File: src/rtl/pipe_ctrl_pkg.sv
// Shared definitions for the pipeline hazard/stall controller: FSM state
// encodings, the memory-load result-select code and the wait counter width.
package pipe_ctrl_pkg;

   typedef enum logic [1:0] {
      ST_RUN      = 2'd0,
      ST_MEM_WAIT = 2'd1,
      ST_FAULT    = 2'd2
   } state_t;

   localparam logic [1:0] RESULT_SRC_MEM = 2'b01;
   localparam int unsigned CNT_W = 16;

endpackage

File: src/rtl/pipe_ctrl_wait_cnt.sv
// Memory-wait cycle counter: load to 1, increment while waiting, otherwise
// idle at 0; flags when the count has reached LIMIT.
module pipe_ctrl_wait_cnt
   import pipe_ctrl_pkg::*;
#(
   parameter int unsigned LIMIT = 256
) (
   input  logic clk,
   input  logic rst_n,
   input  logic load,
   input  logic inc,
   output logic timeout
);

   logic [CNT_W-1:0] count;

   always_ff @(posedge clk or negedge rst_n) begin
      if (!rst_n) begin
         count <= '0;
      end else if (load) begin
         count <= CNT_W'(1);
      end else if (inc) begin
         count <= count + CNT_W'(1);
      end else begin
         count <= '0;
      end
   end

   assign timeout = (count >= CNT_W'(LIMIT));

endmodule

File: src/rtl/pipe_ctrl.sv
// Pipeline stall/flush controller: memory freeze FSM with timeout fault,
// branch flush and load-use/CSR stalls. Optional perf counters: PIPE_CTRL_PERF_EN.
module pipe_ctrl
   import pipe_ctrl_pkg::*;
#(
   parameter int unsigned MEM_TIMEOUT = 256
) (
   input  logic       i_clk,
   input  logic       i_rst_n,
   input  logic [4:0] i_rs1_d,
   input  logic [4:0] i_rs2_d,
   input  logic       i_csr_op_d,
   input  logic [4:0] i_rd_e,
   input  logic [1:0] i_result_src_e,
   input  logic       i_pc_src_e,
   input  logic       i_csr_reg_write_e,
   input  logic       i_csr_reg_write_m,
   input  logic       i_csr_reg_write_w,
   input  logic       i_mem_req_m,
   input  logic       i_mem_ready_m,
   input  logic       i_fault_clr,
   output logic       o_en_f,
   output logic       o_en_fd,
   output logic       o_en_de,
   output logic       o_en_em,
   output logic       o_en_mw,
   output logic       o_flush_fd,
   output logic       o_flush_de,
   output logic       o_mem_fault,
   output logic [1:0] o_state
`ifdef PIPE_CTRL_PERF_EN
   ,
   output logic [31:0] o_stall_cnt,
   output logic [31:0] o_flush_cnt
`endif
);

   state_t state;
   logic   freeze_req;
   logic   load_use;
   logic   csr_stall;
   logic   cnt_load;
   logic   cnt_inc;
   logic   timeout;

   assign freeze_req = i_mem_req_m & ~i_mem_ready_m;
   assign load_use   = (i_result_src_e == RESULT_SRC_MEM) && (i_rd_e != 5'd0) &&
                       ((i_rd_e == i_rs1_d) || (i_rd_e == i_rs2_d));
   assign csr_stall  = i_csr_op_d &
                       (i_csr_reg_write_e | i_csr_reg_write_m | i_csr_reg_write_w);

   // A ready release out of MEM_WAIT resolves hazards exactly as RUN does,
   // since the frozen stage contents still describe the same hazard.
   always_comb begin
      o_en_f     = 1'b0;
      o_en_fd    = 1'b0;
      o_en_de    = 1'b0;
      o_en_em    = 1'b0;
      o_en_mw    = 1'b0;
      o_flush_fd = 1'b0;
      o_flush_de = 1'b0;
      cnt_load   = 1'b0;
      cnt_inc    = 1'b0;
      if ((state == ST_RUN && !freeze_req) || (state == ST_MEM_WAIT && i_mem_ready_m)) begin
         o_en_f  = 1'b1;
         o_en_fd = 1'b1;
         o_en_de = 1'b1;
         o_en_em = 1'b1;
         o_en_mw = 1'b1;
         if (i_pc_src_e) begin
            o_flush_fd = 1'b1;
            o_flush_de = 1'b1;
         end else if (load_use || csr_stall) begin
            o_en_f     = 1'b0;
            o_en_fd    = 1'b0;
            o_flush_de = 1'b1;
         end
      end else if (state == ST_FAULT) begin
         o_flush_fd = i_fault_clr;
         o_flush_de = i_fault_clr;
      end
      cnt_load = (state == ST_RUN) && freeze_req;
      cnt_inc  = (state == ST_MEM_WAIT) && !i_mem_ready_m && !timeout;
   end

   pipe_ctrl_wait_cnt #(
      .LIMIT (MEM_TIMEOUT)
   ) u_wait_cnt (
      .clk     (i_clk),
      .rst_n   (i_rst_n),
      .load    (cnt_load),
      .inc     (cnt_inc),
      .timeout (timeout)
   );

   always_ff @(posedge i_clk or negedge i_rst_n) begin
      if (!i_rst_n) begin
         state <= ST_RUN;
      end else begin
         case (state)
            ST_RUN:      if (freeze_req) state <= ST_MEM_WAIT;
            ST_MEM_WAIT: begin
               if (i_mem_ready_m)  state <= ST_RUN;
               else if (timeout)   state <= ST_FAULT;
            end
            ST_FAULT:    if (i_fault_clr) state <= ST_RUN;
            default:     state <= ST_RUN;
         endcase
      end
   end

   assign o_state     = state;
   assign o_mem_fault = (state == ST_FAULT);

`ifdef PIPE_CTRL_PERF_EN
   always_ff @(posedge i_clk or negedge i_rst_n) begin
      if (!i_rst_n) begin
         o_stall_cnt <= '0;
         o_flush_cnt <= '0;
      end else begin
         if (!o_en_fd)   o_stall_cnt <= o_stall_cnt + 32'd1;
         if (o_flush_fd) o_flush_cnt <= o_flush_cnt + 32'd1;
      end
   end
`endif

endmodule

File: config.mk
export PLATFORM = sky130hd
export DESIGN_NAME = pipe_ctrl
export DESIGN_NICKNAME = d
export VERILOG_FILES = /design/src/rtl/pipe_ctrl_pkg.sv /design/src/rtl/pipe_ctrl_wait_cnt.sv /design/src/rtl/pipe_ctrl.sv
export SDC_FILE = /design/constraint.sdc
export NUM_CORES = 1
export LEC_CHECK = 0
export CAP_MARGIN = 40
export CORE_UTILIZATION = 42
export CTS_CLUSTER_DIAMETER = 60
export CTS_CLUSTER_SIZE = 25
export DETAILED_ROUTE_END_ITERATION = 10
export MAX_ROUTING_LAYER = met4
export PLACE_DENSITY = 0.85
export SLEW_MARGIN = 15
export SYNTH_ARGS = -nofsm -noshare
export SYNTH_HDL_FRONTEND = slang
export SYNTH_HIERARCHICAL = 1
export SYNTH_SLANG_ARGS = --single-unit
File: constraint.sdc
create_clock -name i_clk -period 1.7 [get_ports i_clk]
set_input_delay 0.255 -clock i_clk [delete_from_list [all_inputs] [get_ports i_clk]]
set_output_delay 0.255 -clock i_clk [all_outputs]
set_load 0.05 [all_outputs]
=== Word-level counts from Yosys, hierarchy flattened ===
Cells that the tools add are included.
W data, S select, Z words.

* Output and inout bits: 10
* Input port bits: 27
* Word-level logic and storage cells: 50
* Register bits after elaboration: 18

* $lt $le $gt $ge: 1
* Muxes and demuxes: 17
* Equal/unequal tests: 8
* Bitwise logic cells: 5
* Add/sub/neg operators: 1
* Reductions and logical operators: 16

{| class="wikitable"
|+ Operators by type and width
! operator !! count
|-
| $mux W16 || 2
|-
| $add A16 B1 Y16 const B || 1
|-
| $ge A16 B9 Y1 const B || 1
|-
| $eq A5 B5 Y1 || 2
|-
| $mux W1 || 10
|-
| $mux W2 || 4
|-
| $logic_and A1 B1 Y1 || 7
|-
| $pmux W2 S3 || 1
|-
| $reduce_bool A5 Y1 || 1
|-
| $eq A2 B1 Y1 const B || 2
|-
| $ne A2 B2 Y1 const B || 2
|-
| $logic_not A1 Y1 || 3
|-
| $logic_or A1 B1 Y1 || 3
|-
| $ne A3 B3 Y1 const B || 1
|-
| $reduce_and A3 Y1 || 1
|-
| $and A1 B1 Y1 || 2
|-
| $eq A2 B2 Y1 const B || 1
|-
| $logic_not A2 Y1 || 1
|-
| $or A1 B1 Y1 || 2
|-
| $not A1 Y1 || 1
|}

=== Logic depth before layout (Yosys ltp) ===
* Word-level depth: 7
* Depth in mapped cells: 7
* Depth with buffers taken out: 6

=== By module ===
The synthesis kept the hierarchy.

{| class="wikitable"
|+ Modules (own cells, without submodules)
! module !! cells an instance !! area an instance (µm²) !! sequential area each (µm²) !! instances
|-
| pipe_ctrl_wait_cnt || 87 || 857.1 || 400.4 || 1
|-
| pipe_ctrl || 42 || 337.8 || 50.0 || 1
|}

=== Least setup slack after synthesis ===
Ideal clock, no wire load.

* Kind: flip-flop to output port
* Start point: register state[0] (netlist: o_state[0])
* End point: output port o_flush_de
* Cell stages (with the launch flop): 5
* Data arrival time: 3005 ps
* Setup slack: -1560 ps
* Cells stage by stage: dfrtp_1 -> o21ba_2 -> nor2_1 -> o2111ai_1 -> o21ai_0

* Cells in the longest elaborated chain, start to end: 4
* Elaborated cells on any way between the ends: 8
* Those cells by class: eq/ne: 2; mux: 2; reduce/logical: 4

{| class="wikitable"
|+ Ends and longest elaborated chain
! what !! RTL line !! RTL
|-
| start, declared || pipe_ctrl.sv:38 || <nowiki>state_t state;</nowiki>
|-
| start signal, assigned || pipe_ctrl.sv:98 || <nowiki>state <= ST_RUN;</nowiki>
|-
| start signal, assigned || pipe_ctrl.sv:101 || <nowiki>ST_RUN: if (freeze_req) state <= ST_MEM_WAIT;</nowiki>
|-
| start signal, assigned || pipe_ctrl.sv:103 || <nowiki>if (i_mem_ready_m) state <= ST_RUN;</nowiki>
|-
| $eq A2 B1 Y1 / $logic_not A2 Y1 (equally long branches) || pipe_ctrl.sv:64 || <nowiki>if ((state == ST_RUN && !freeze_req) || (state == ST_MEM_WAIT && i_mem_ready_m)) begin</nowiki>
|-
| $logic_and A1 B1 Y1 || pipe_ctrl.sv:64 ||
|-
| $logic_or A1 B1 Y1 || pipe_ctrl.sv:64 ||
|-
| $mux W1 * || pipe_ctrl.sv:64 ||
|-
| end, declared || pipe_ctrl.sv:28 || <nowiki>output logic o_flush_de,</nowiki>
|}

Mark *: on every way between the ends. The rest lies on a longest branch, timed or not.

=== Final worst setup path ===
* Start point: register state[0] (netlist: o_state[0])
* End point: output port o_en_f

* Cells in the longest elaborated chain, start to end: 4
* Elaborated cells on any way between the ends: 6
* Those cells by class: eq/ne: 1; mux: 1; reduce/logical: 4

{| class="wikitable"
|+ Ends and longest elaborated chain
! what !! RTL line !! RTL
|-
| $eq A2 B1 Y1 / $logic_not A2 Y1 (equally long branches) || pipe_ctrl.sv:64 ||
|-
| $logic_and A1 B1 Y1 || pipe_ctrl.sv:64 ||
|-
| $logic_or A1 B1 Y1 * || pipe_ctrl.sv:64 ||
|-
| $mux W1 * || pipe_ctrl.sv:64 ||
|-
| end, declared || pipe_ctrl.sv:22 || <nowiki>output logic o_en_f,</nowiki>
|}

Marks and branches as above.

==> run summary <==
startpoint types - flop
CTS clk-pin slew, worst paths - 0.11 ns
VDD IR max - 0.488 mV
post-place setup slack - -0.451 ns
FFs w/ async S/R, synth - 1.00
Seq pwr share - 0.398
Power Density - 550 nW/um^2
final setup vio count - 12
antenna-violating nets left - 0
drt drc - 0
Final Hold Violating Endpoints - 0
Synth Flop Type - dfrtp_1
relative slew slack - 0.726
CTS tree - done
drt total wl - 3660 um
Hold Path Class - input pin to async pin
Post-Route Setup TNS - -0.876 ns
status - finished with violations
PortBufs - 36
switch share - 0.312
Antenna Cells - 0
Core ar. - 2590 um^2
vias in the first global route - 1297
Ys Warns - 6
clk_lat worst skew - 0.30 ns
commonest cells in the netlist - dfrtp_1, xor2_1, nand2_1
reg2reg end - u_wait_cnt/count[14]
top cell type's share of synthesized area - 0.377
Yosys top cell by area - dfrtp_1
hold_ws - 0.214 ns
Avg Inst Size Synth - 9.26 um^2
Yosys cell types - 37
clock skew - 0.00440 ns
setup repair after global routing missed its margin - yes
Sinks on Clock Net - 18
DR vias/cell - 5.80
synth top area cells - dfrtp_1, xor2_1, o31ai_1
Setup crit end kind - primary output
Initial Util - 0.461
critical path type - flop to primary output
Die W - 55.3 um
I/O Pins - 37
internal power - 0.761 mW
Post-DP HPWL - 2570 um
Max-Cap Viols - 0
violated checks - setup timing
initial antenna violation count - 0
R2R Setup Slk - -0.12 ns
routed length per instance - 16.6 um
fmax - 0.547 GHz
r2r startpoint - u_wait_cnt/count[9]
combinational power share - 0.354
setup ws final - -0.130 ns
Switch Pwr - 0.345 mW
fin crit period - 1.83 ns
overall power - 1.11 mW
layout overhead on the synthesized area - 68.2%
clock buffer count from CTS - 3
grt total ovfl - 0
CTS root buf - clkbuf_4
Max Transition Viols Final - 0
die height - 55.3 um
Clock Path Buffers - 2
row cnt - 18
initial drt markers - 28
Syn Nets - 158
first-pass GRT wire length - 5480 um
synthesized area - 1190 um^2
WP data required - 1.44 ns
Worst Path Arrival - 1.57 ns
Leak Pwr - 0.860 nW
flops & latches, synth - 18
Vias - 1277
RD Place Congestion - 0.874
GRT Util Overall - 0.236
Mapped Cells - 129
Crit Path Max Fanout - 3
register area share after synthesis - 0.377
Fillers - 156
CTS H-tree lvls - 1
final period utilization - 1.08
share of layout cells above drive strength 1 - 0.384
Clock power frac - 0.248
number of synthesized flops with an enable pin - 0
worst-margin pin slew - 0.407 ns
die area - 3060 um^2
largest net degree at the start of global routing - 12
path depth of the worst reg2reg path - 7
Pre-antenna DRT Iters - 4
fin nets - 220
most common cell in the netlist - dfrtp_1
power groups by stage:
stage / Combinational (mW) / Clock [mW] / Sequential, mW
6_report: 0.391 / 0.274 / 0.440
5_1_grt: 0.411 / 0.287 / 0.441
4_1_cts: 0.370 / 0.274 / 0.440
3_5_place_dp: 0.356 / 0 / 0.448
3_3_place_gp: 0.344 / 0 / 0.447
2_1_floorplan: 0.154 / 0 / 0.461
state kept, by name (all words and copies together), names as in the netlist:
name              count
o_state               2
u_wait_cnt/count     16
routing by layer:
layer  global-route usage  up-vias  routed length [um]
li1                     -      595                   -
met1                0.245      611                1350
met2                0.441       61                2000
met3               0.0234       10                 204
met4                0.111        0                 108
met5                    -        -                   0
worst max path at each step:
stage                   startpoint              endpoint  slack (ns)  cells past startpoint
3_3_place_gp             i_rd_e[1]                o_en_f       -0.40                      7
3_5_place_dp             i_rd_e[1]                o_en_f       -0.45                      7
4_1_cts                 o_state[0]            o_flush_de        -0.1                      5
5_1_grt        u_wait_cnt/count[9]  u_wait_cnt/count[13]       -0.17                      7
6_report                o_state[0]                o_en_f       -0.13                      5
2_1_floorplan           o_state[0]            o_flush_de       -0.29                      4
metrics by stage:
step                utilization  cell area [um^2]  std cells
floorplan                     -              1270        129
global placement          0.710              1840        210
detailed placement        0.710              1840        210
CTS                       0.747              1930        219
global route              0.776              2010        220
finish                    0.776              2010        220
area by class of cell:
cell class | count | area, um^2 | area share
sequential | 18 | 453 | 0.225
tap | 30 | 37.5 | 0.0187
inverter | 9 | 33.8 | 0.0168
timing repair buffer | 61 | 612 | 0.304
multi-input combinational | 98 | 837 | 0.417
clock buffer | 4 | 36.3 | 0.0181
cells in the final DEF, fill, tap and decap left out, types with 4 or more instances in the layout:
master	Yosys	layout
or4_1	5	5
mux2i_1	4	4
nand2_1	10	10
dlygate4sd2_1	0	9
buf_12	0	7
buf_4	3	25
nor4_1	6	5
nor2_1	8	4
o31ai_1	8	7
clkdlybuf4s50_1	0	11
xor2_1	12	11
dfrtp_1	18	16
a21oi_2	0	5
inv_1	9	9
kinds of logic (layout without fill, tap and decap cells):
| kind of cell | Yosys count | count (layout) | share of synthesized area |
|---|---|---|---|
| muxes | 4 | 4 | 0.0335 |
| buffers and inverters | 14 | 74 | 0.0534 |
| AOI/OAI and AO/OA | 24 | 24 | 0.147 |
| and+or+nand+nor | 54 | 55 | 0.273 |
| DFF | 18 | 18 | 0.377 |
| adders and majority gates | 2 | 2 | 0.0209 |
| xor gates and xnor gates | 13 | 13 | 0.0953 |
timing repair:
action                     4_1_cts  5_1_grt
setup endpoints to repair       19       22
pin swaps                       18        7
buffers inserted                 5        0
hold buffers                     0        0
resized for setup               35       15
gates cloned                     0        1
critical path, cell delays in order (launching register included):
cell and delay (ns):
dfrtp_2 0.44, o21ba_4 0.22, nor2_4 0.15, buf_6 0.12, o221a_4 0.20, buf_12 0.14
Note: power is estimated with default switching activity, not from simulation.
==> RTL edit 1: new RTL, same settings <==
Set the package constant `CNT_W` to 20 (it was 16).
--- a/src/rtl/pipe_ctrl_pkg.sv
+++ b/src/rtl/pipe_ctrl_pkg.sv
@@ -9,7 +9,7 @@
    } state_t;
 
    localparam logic [1:0] RESULT_SRC_MEM = 2'b01;
-   localparam int unsigned CNT_W = 16;
+   localparam int unsigned CNT_W = 20;
 
 endpackage
 
Formal check against the unedited RTL: no difference found for any inputs over 10 cycles, from zero or initial values and one cycle with i_rst_n low; that may be too few to reach the edited logic, so the function may still have changed.
==> RTL edit 1 against the unedited design <==
- the run still ends with negative setup slack left
- maximum frequency shrank 9.1%
- cell area grew 28%
- power grew 29%
- synthesized area grew 18%
- sequential power grew 22%
- combinational power grew 15%
- final cell count grew 25%
- worst setup slack lost 0.18 ns
- wire length grew 67%
- sequential cell count grew 4
- synthesized cell count grew 16%
- largest cell class unchanged
==> RTL edit 1: results (changes against the unedited design) <==
Outcome
  • Status: complete, but fails checks (unchanged)
  • Violated checks: negative setup slack (unchanged)

Finish
  • Number of flip-flops under the largest register name: 20 (was 16)
  • Nets: 260 (was 220)
  • Fill cells: 161 (was 156)
  • Share of cells above drive strength 1: 50.0% (was 38.4%)

STA
  • Final setup viols: 26 (was 12)
  • Relative slew slack: 59.2% (was 72.6%)
  • Worst Slack Setup Final: -0.313 ns (was -0.130 ns)
  • Clock Skew: 0.00127 ns (was 0.00440 ns)

Setup path
  • R2r setup slk: -0.31 ns (was -0.12 ns)
  • WP data arrival: 2.30 ns (was 1.57 ns)
  • Reg-to-reg critical path endpoint: u_wait_cnt/count[1]$_DFF_PN0_ (was u_wait_cnt/count[14]$_DFF_PN0_)
  • CP startpoint: u_wait_cnt/count[12]$_DFF_PN0_ (was o_state[0]$_DFFE_PN0P_)
  • Critical path's slowest cell: dfrtp_1 (was dfrtp_2)
  • R2R cell count: 8 (was 7)
  • Setup CP Type: register to register (was register to output pin)

Yosys
  • Syn. warnings: 6 (unchanged)
  • Synth area leaders: dfrtp_1 39%, xor2_1 9.3%, nor2_1 5.3% (was dfrtp_1 38%, xor2_1 8.8%, o31ai_1 5.0%)
  • Sequential share of the synthesized area: 38.9% (was 37.7%)
  • Synth Net Count: 178 (was 158)

GRT
  • Global-route wire length before repair: 8280 um (was 5480 um)
  • Vias in the first global route: 1652 (was 1297)
  • Pin count of the biggest net entering global routing: 23 (was 12)

Placed design
  • DP HPWL: 3270 um (was 2570 um)
  • Post-placement setup slack: -0.478 ns (was -0.451 ns)
  • Number of port buffers: 36 (unchanged)
  • GPL Wtd Cong: 0.869 (was 0.874)
  • Placed cell areas: 2200 um2 (was 1840 um2)

Power and ir drop
  • Sw Share: 30.0% (was 31.2%)
  • Pleak: 1.19 nW (was 0.860 nW)
  • VDD IR max: 0.347 mV (was 0.488 mV)

Detailed routing
  • WL final: 6110 um (was 3660 um)
  • Starting DRT DRC Count: 132 (was 28)
  • WL met3: 396 um (was 204 um)
  • Via count: 1613 (was 1277)
  • Routed wire length on met2: 3240 um (was 2000 um)
  • Wl on met1: 2190 um (was 1350 um)

Clocking
  • Post-CTS Resized: 70 (was 35)
  • Worst skew pair latency: 0.34 ns (was 0.30 ns)
  • Setup Buffers After CTS: 8 (was 5)
## RTL edit 1: cell count changes in the layout (fill, tap and decap cells not counted), sizes merged, moves of 4 or more
cell   unedited run  this run
buf              38        59
dfrtp            18        22
nand3             4         9
nor2              8        20
o31ai             8         3
or4               6         1
xnor2             1         7
## RTL edit 1: power groups by stage
stage          clock (W)  combinational, W  sequential (W)
2_1_floorplan          0          0.000157        0.000558
3_3_place_gp           0          0.000361        0.000546
3_5_place_dp           0          0.000376        0.000546
4_1_cts         0.000423          0.000421        0.000536
5_1_grt         0.000465          0.000466        0.000537
6_report        0.000434          0.000451        0.000536
## RTL edit 1: through the flow
stage,TNS (ns),hold WS [ns],cells
after global routing,-6.19,0.281,274
after floorplan,-1.17,-0.0406,149
after CTS,-3.29,0.258,272
after detailed placement,-5.41,0.580,260
after global placement,-4.42,0.550,260
final,-4.75,0.265,274
## RTL edit 1: area by class of cell
type	instances	area, um2	area share, %
clock buffer	3	22.5	0.875
clock inverter	1	30.0	1.17
inverter	6	22.5	0.875
multi-input combinational	116	1090	42.4
sequential	22	553	21.5
tap	44	55.1	2.14
timing repair buffer	82	801	31.1
## RTL edit 1: critical path, delay by kind of cell, from the launching register on
family                 cells  cell delay, ns
AND/OR/NAND/NOR            5            1.21
flip-flops                 1            0.45
buffers and inverters      3            0.30
## RTL edit 1: cells by family (layout without fill, tap and decap cells)
logic type      Yosys count  in the layout  share of synthesized area, %
simple gates             73             73                          31.3
xor+xnor                 22             22                          13.6
flops                    22             22                          38.9
compound gates           17             17                          9.20
buf+inv                  11             92                          3.72
fa+ha+maj                 2              2                          1.77
mux                       2              2                          1.42
## RTL edit 1: per-layer routing
layer / global-route usage [%] / vias up
met5: - / -
met4: 18.9 / 0
met3: 4.33 / 31
met2: 59.2 / 97
met1: 35.5 / 795
li1: - / 690
==> RTL edit 2: new RTL, same settings <==
Without the edit above. Put a register stage on the output `o_mem_fault`, without a reset. The value now appears one clock later. The other outputs are not delayed to match.
--- a/src/rtl/pipe_ctrl.sv
+++ b/src/rtl/pipe_ctrl.sv
@@ -110,7 +110,9 @@
    end
 
    assign o_state     = state;
-   assign o_mem_fault = (state == ST_FAULT);
+   always_ff @(posedge i_clk) begin
+      o_mem_fault <= (state == ST_FAULT);
+   end
 
 `ifdef PIPE_CTRL_PERF_EN
    always_ff @(posedge i_clk or negedge i_rst_n) begin
Function: no difference found for any inputs over 10 cycles, from zero or initial values and one cycle with i_rst_n low; that may be too few to reach the edited logic, so the function may still have changed.
==> RTL edit 2 against the unedited design <==
- the run still ends with negative setup slack left
- synthesized area increased by 1.7%
- worst setup slack got worse by 0.024 ns
- first-iteration DRC count increased by 25%
- wire length increased by 2.8%
- global-route usage increased by 2.1 points
- sequential cell count increased by 1
- power decreased by 0.77%
- cell area increased by 5.7%
- critical path type is now input pin to output pin
- critical endpoint unchanged
- largest cell class unchanged
==> RTL edit 2: results (changes against the unedited design) <==
Outcome
  • Status: complete, but fails checks (unchanged)
  • Violated checks: negative setup slack (unchanged)

Detailed routing
  • # DRC: 0 (unchanged)
  • Drt wl/cell: 16.3 um (was 16.6 um)
  • Starting DRT DRC Count: 35 (was 28)
  • Vias per cell: 5.68 (was 5.80)

GRT
  • Pin count of the biggest net entering global routing: 19 (was 12)
  • Vias in the first global route: 1444 (was 1297)
  • Global-route wire length before repair: 6150 um (was 5480 um)
  • GRT Util Overall: 25.6% (was 23.6%)

Clocking
  • Clock transition at the registers of the reported paths: 0.11 ns (about the same)
  • H-Tree Depth: 1 (unchanged)

Yosys
  • Asr flop ratio synth: 94.7% (was 100%)
  • Unique masters post-synth: 38 (was 37)
  • Synth area leaders: dfrtp_1 37%, xor2_1 8.7%, o31ai_1 4.9% (was dfrtp_1 38%, xor2_1 8.8%, o31ai_1 5.0%)
  • Mux contribution to synthesized area: 3.30% (was 3.35%)
  • Post-Synth Adder-Cell Area: 2.06% (was 2.09%)
  • Synth Area in Compound Gates: 14.4% (was 14.7%)
  • XOR/XNOR Fraction of Synth Area: 9.37% (was 9.53%)
  • Synth Net Count: 159 (was 158)
  • Sequential share of the synthesized area: 38.7% (was 37.7%)
  • Syn. warnings: 6 (unchanged)

STA
  • Worst Slack Setup Final: -0.154 ns (was -0.130 ns)
  • Relative slew slack: 66.9% (was 72.6%)
  • Clock Skew: 0.0101 ns (was 0.00440 ns)
  • Setup_tns: -1.67 ns (was -0.876 ns)
  • Final setup viols: 17 (was 12)

Placed design
  • Placed cell areas: 1870 um2 (was 1840 um2)
  • DP HPWL: 2350 um (was 2570 um)
  • GPL Wtd Cong: 0.801 (was 0.874)
  • Number of port buffers: 36 (unchanged)

Power and ir drop
  • VDD IR max: 0.509 mV (was 0.488 mV)
  • Pleak: 0.925 nW (was 0.860 nW)

Finish
  • Nets: 230 (was 220)
  • Share of cells above drive strength 1: 42.0% (was 38.4%)

Min path
  • Hold crit path type: input pin to asynchronous set/reset pin (unchanged)

Setup path
  • Worst-path maximum fanout: 2 (was 3)
  • WP data arrival: 1.60 ns (was 1.57 ns)
==> RTL edit 2: changes by cell type after synthesis <==
| cell | before | now |
|---|---|---|
| dfxtp_1 | 0 | 1 |
==> RTL edit 2: final timing paths <==
kind                       cells past startpoint                        endpoint  slack, ns                      startpoint
max reg2reg                                    7  u_wait_cnt/count[12]$_DFF_PN0_      -0.13          o_state[0]$_DFFE_PN0P_
min reg2reg                                    2  u_wait_cnt/count[15]$_DFF_PN0_       0.60  u_wait_cnt/count[15]$_DFF_PN0_
max in group asynchronous                      2          o_state[1]$_DFFE_PN0P_       1.20                         i_rst_n
min in group i_clk                             2          o_state[1]$_DFFE_PN0P_       0.54                     i_fault_clr
max                                            5                          o_en_f      -0.15                       i_rd_e[2]
min                                            2   u_wait_cnt/count[4]$_DFF_PN0_       0.27                         i_rst_n
==> RTL edit 2: per-stage QoR <==
| stage | setup WS, ns | hold WS (ns) | instances |
|---|---|---|---|
| floorplan | -0.288 | -0.0406 | 130 |
| global placement | -0.419 | 0.509 | 215 |
| detailed placement | -0.478 | 0.516 | 215 |
| CTS | -0.128 | 0.285 | 229 |
| global route | -0.194 | 0.298 | 231 |
| finish | -0.154 | 0.275 | 231 |
==> RTL edit 2: timing repair <==
item,4_1_cts,5_1_grt
setup endpoints to repair,22,25
setup buffers,8,2
resized for setup,47,10
hold endpoints to repair,0,0
pin swaps,13,8
gates cloned,2,0
==> RTL edit 2: cell families (layout without fill, tap and decap cells) <==
| logic type | count (synthesis) | count (layout) |
|---|---|---|
| simple gates | 54 | 55 |
| compound gates | 24 | 24 |
| flops | 19 | 19 |
| buf+inv | 14 | 83 |
| xor+xnor | 13 | 13 |
| mux | 4 | 4 |
| fa+ha+maj | 2 | 2 |
==> RTL edit 2: where the power goes <==
group	switching [W]	internal [W]	leakage, nW	total [W]
Combinational	0.000202	0.000204	0.653	0.000406
Sequential	0.00000566	0.000458	0.254	0.000464
Clock	0.000139	0.0000875	0.0177	0.000227
Total	0.000347	0.000749	0.925	0.00110
==> RTL edit 2: layer usage <==
layer / vias up / wire [um] / GRT usage [%]
met5: - / 0 / -
met4: 0 / 48 / 8.57
met3: 8 / 171 / 3.26
met2: 59 / 2090 / 49.4
met1: 629 / 1440 / 26.5
li1: 616 / - / -
==> RTL edit 2: critical path: stages <==
cell,delay [ns]
buf_2,0.11
or4_4,0.56
o2111ai_4,0.24
o221a_4,0.28
buf_12,0.14
==> RTL edit 2: final cells by class <==
type / instances / area [um2]
clock inverters: 1 / 5.00
well taps: 31 / 38.8
flip-flops and latches: 19 / 473
repair buffers: 70 / 679
multi-input cells: 98 / 871
inverters: 9 / 33.8
fillers: 168 / 634
clock buffers: 3 / 22.5
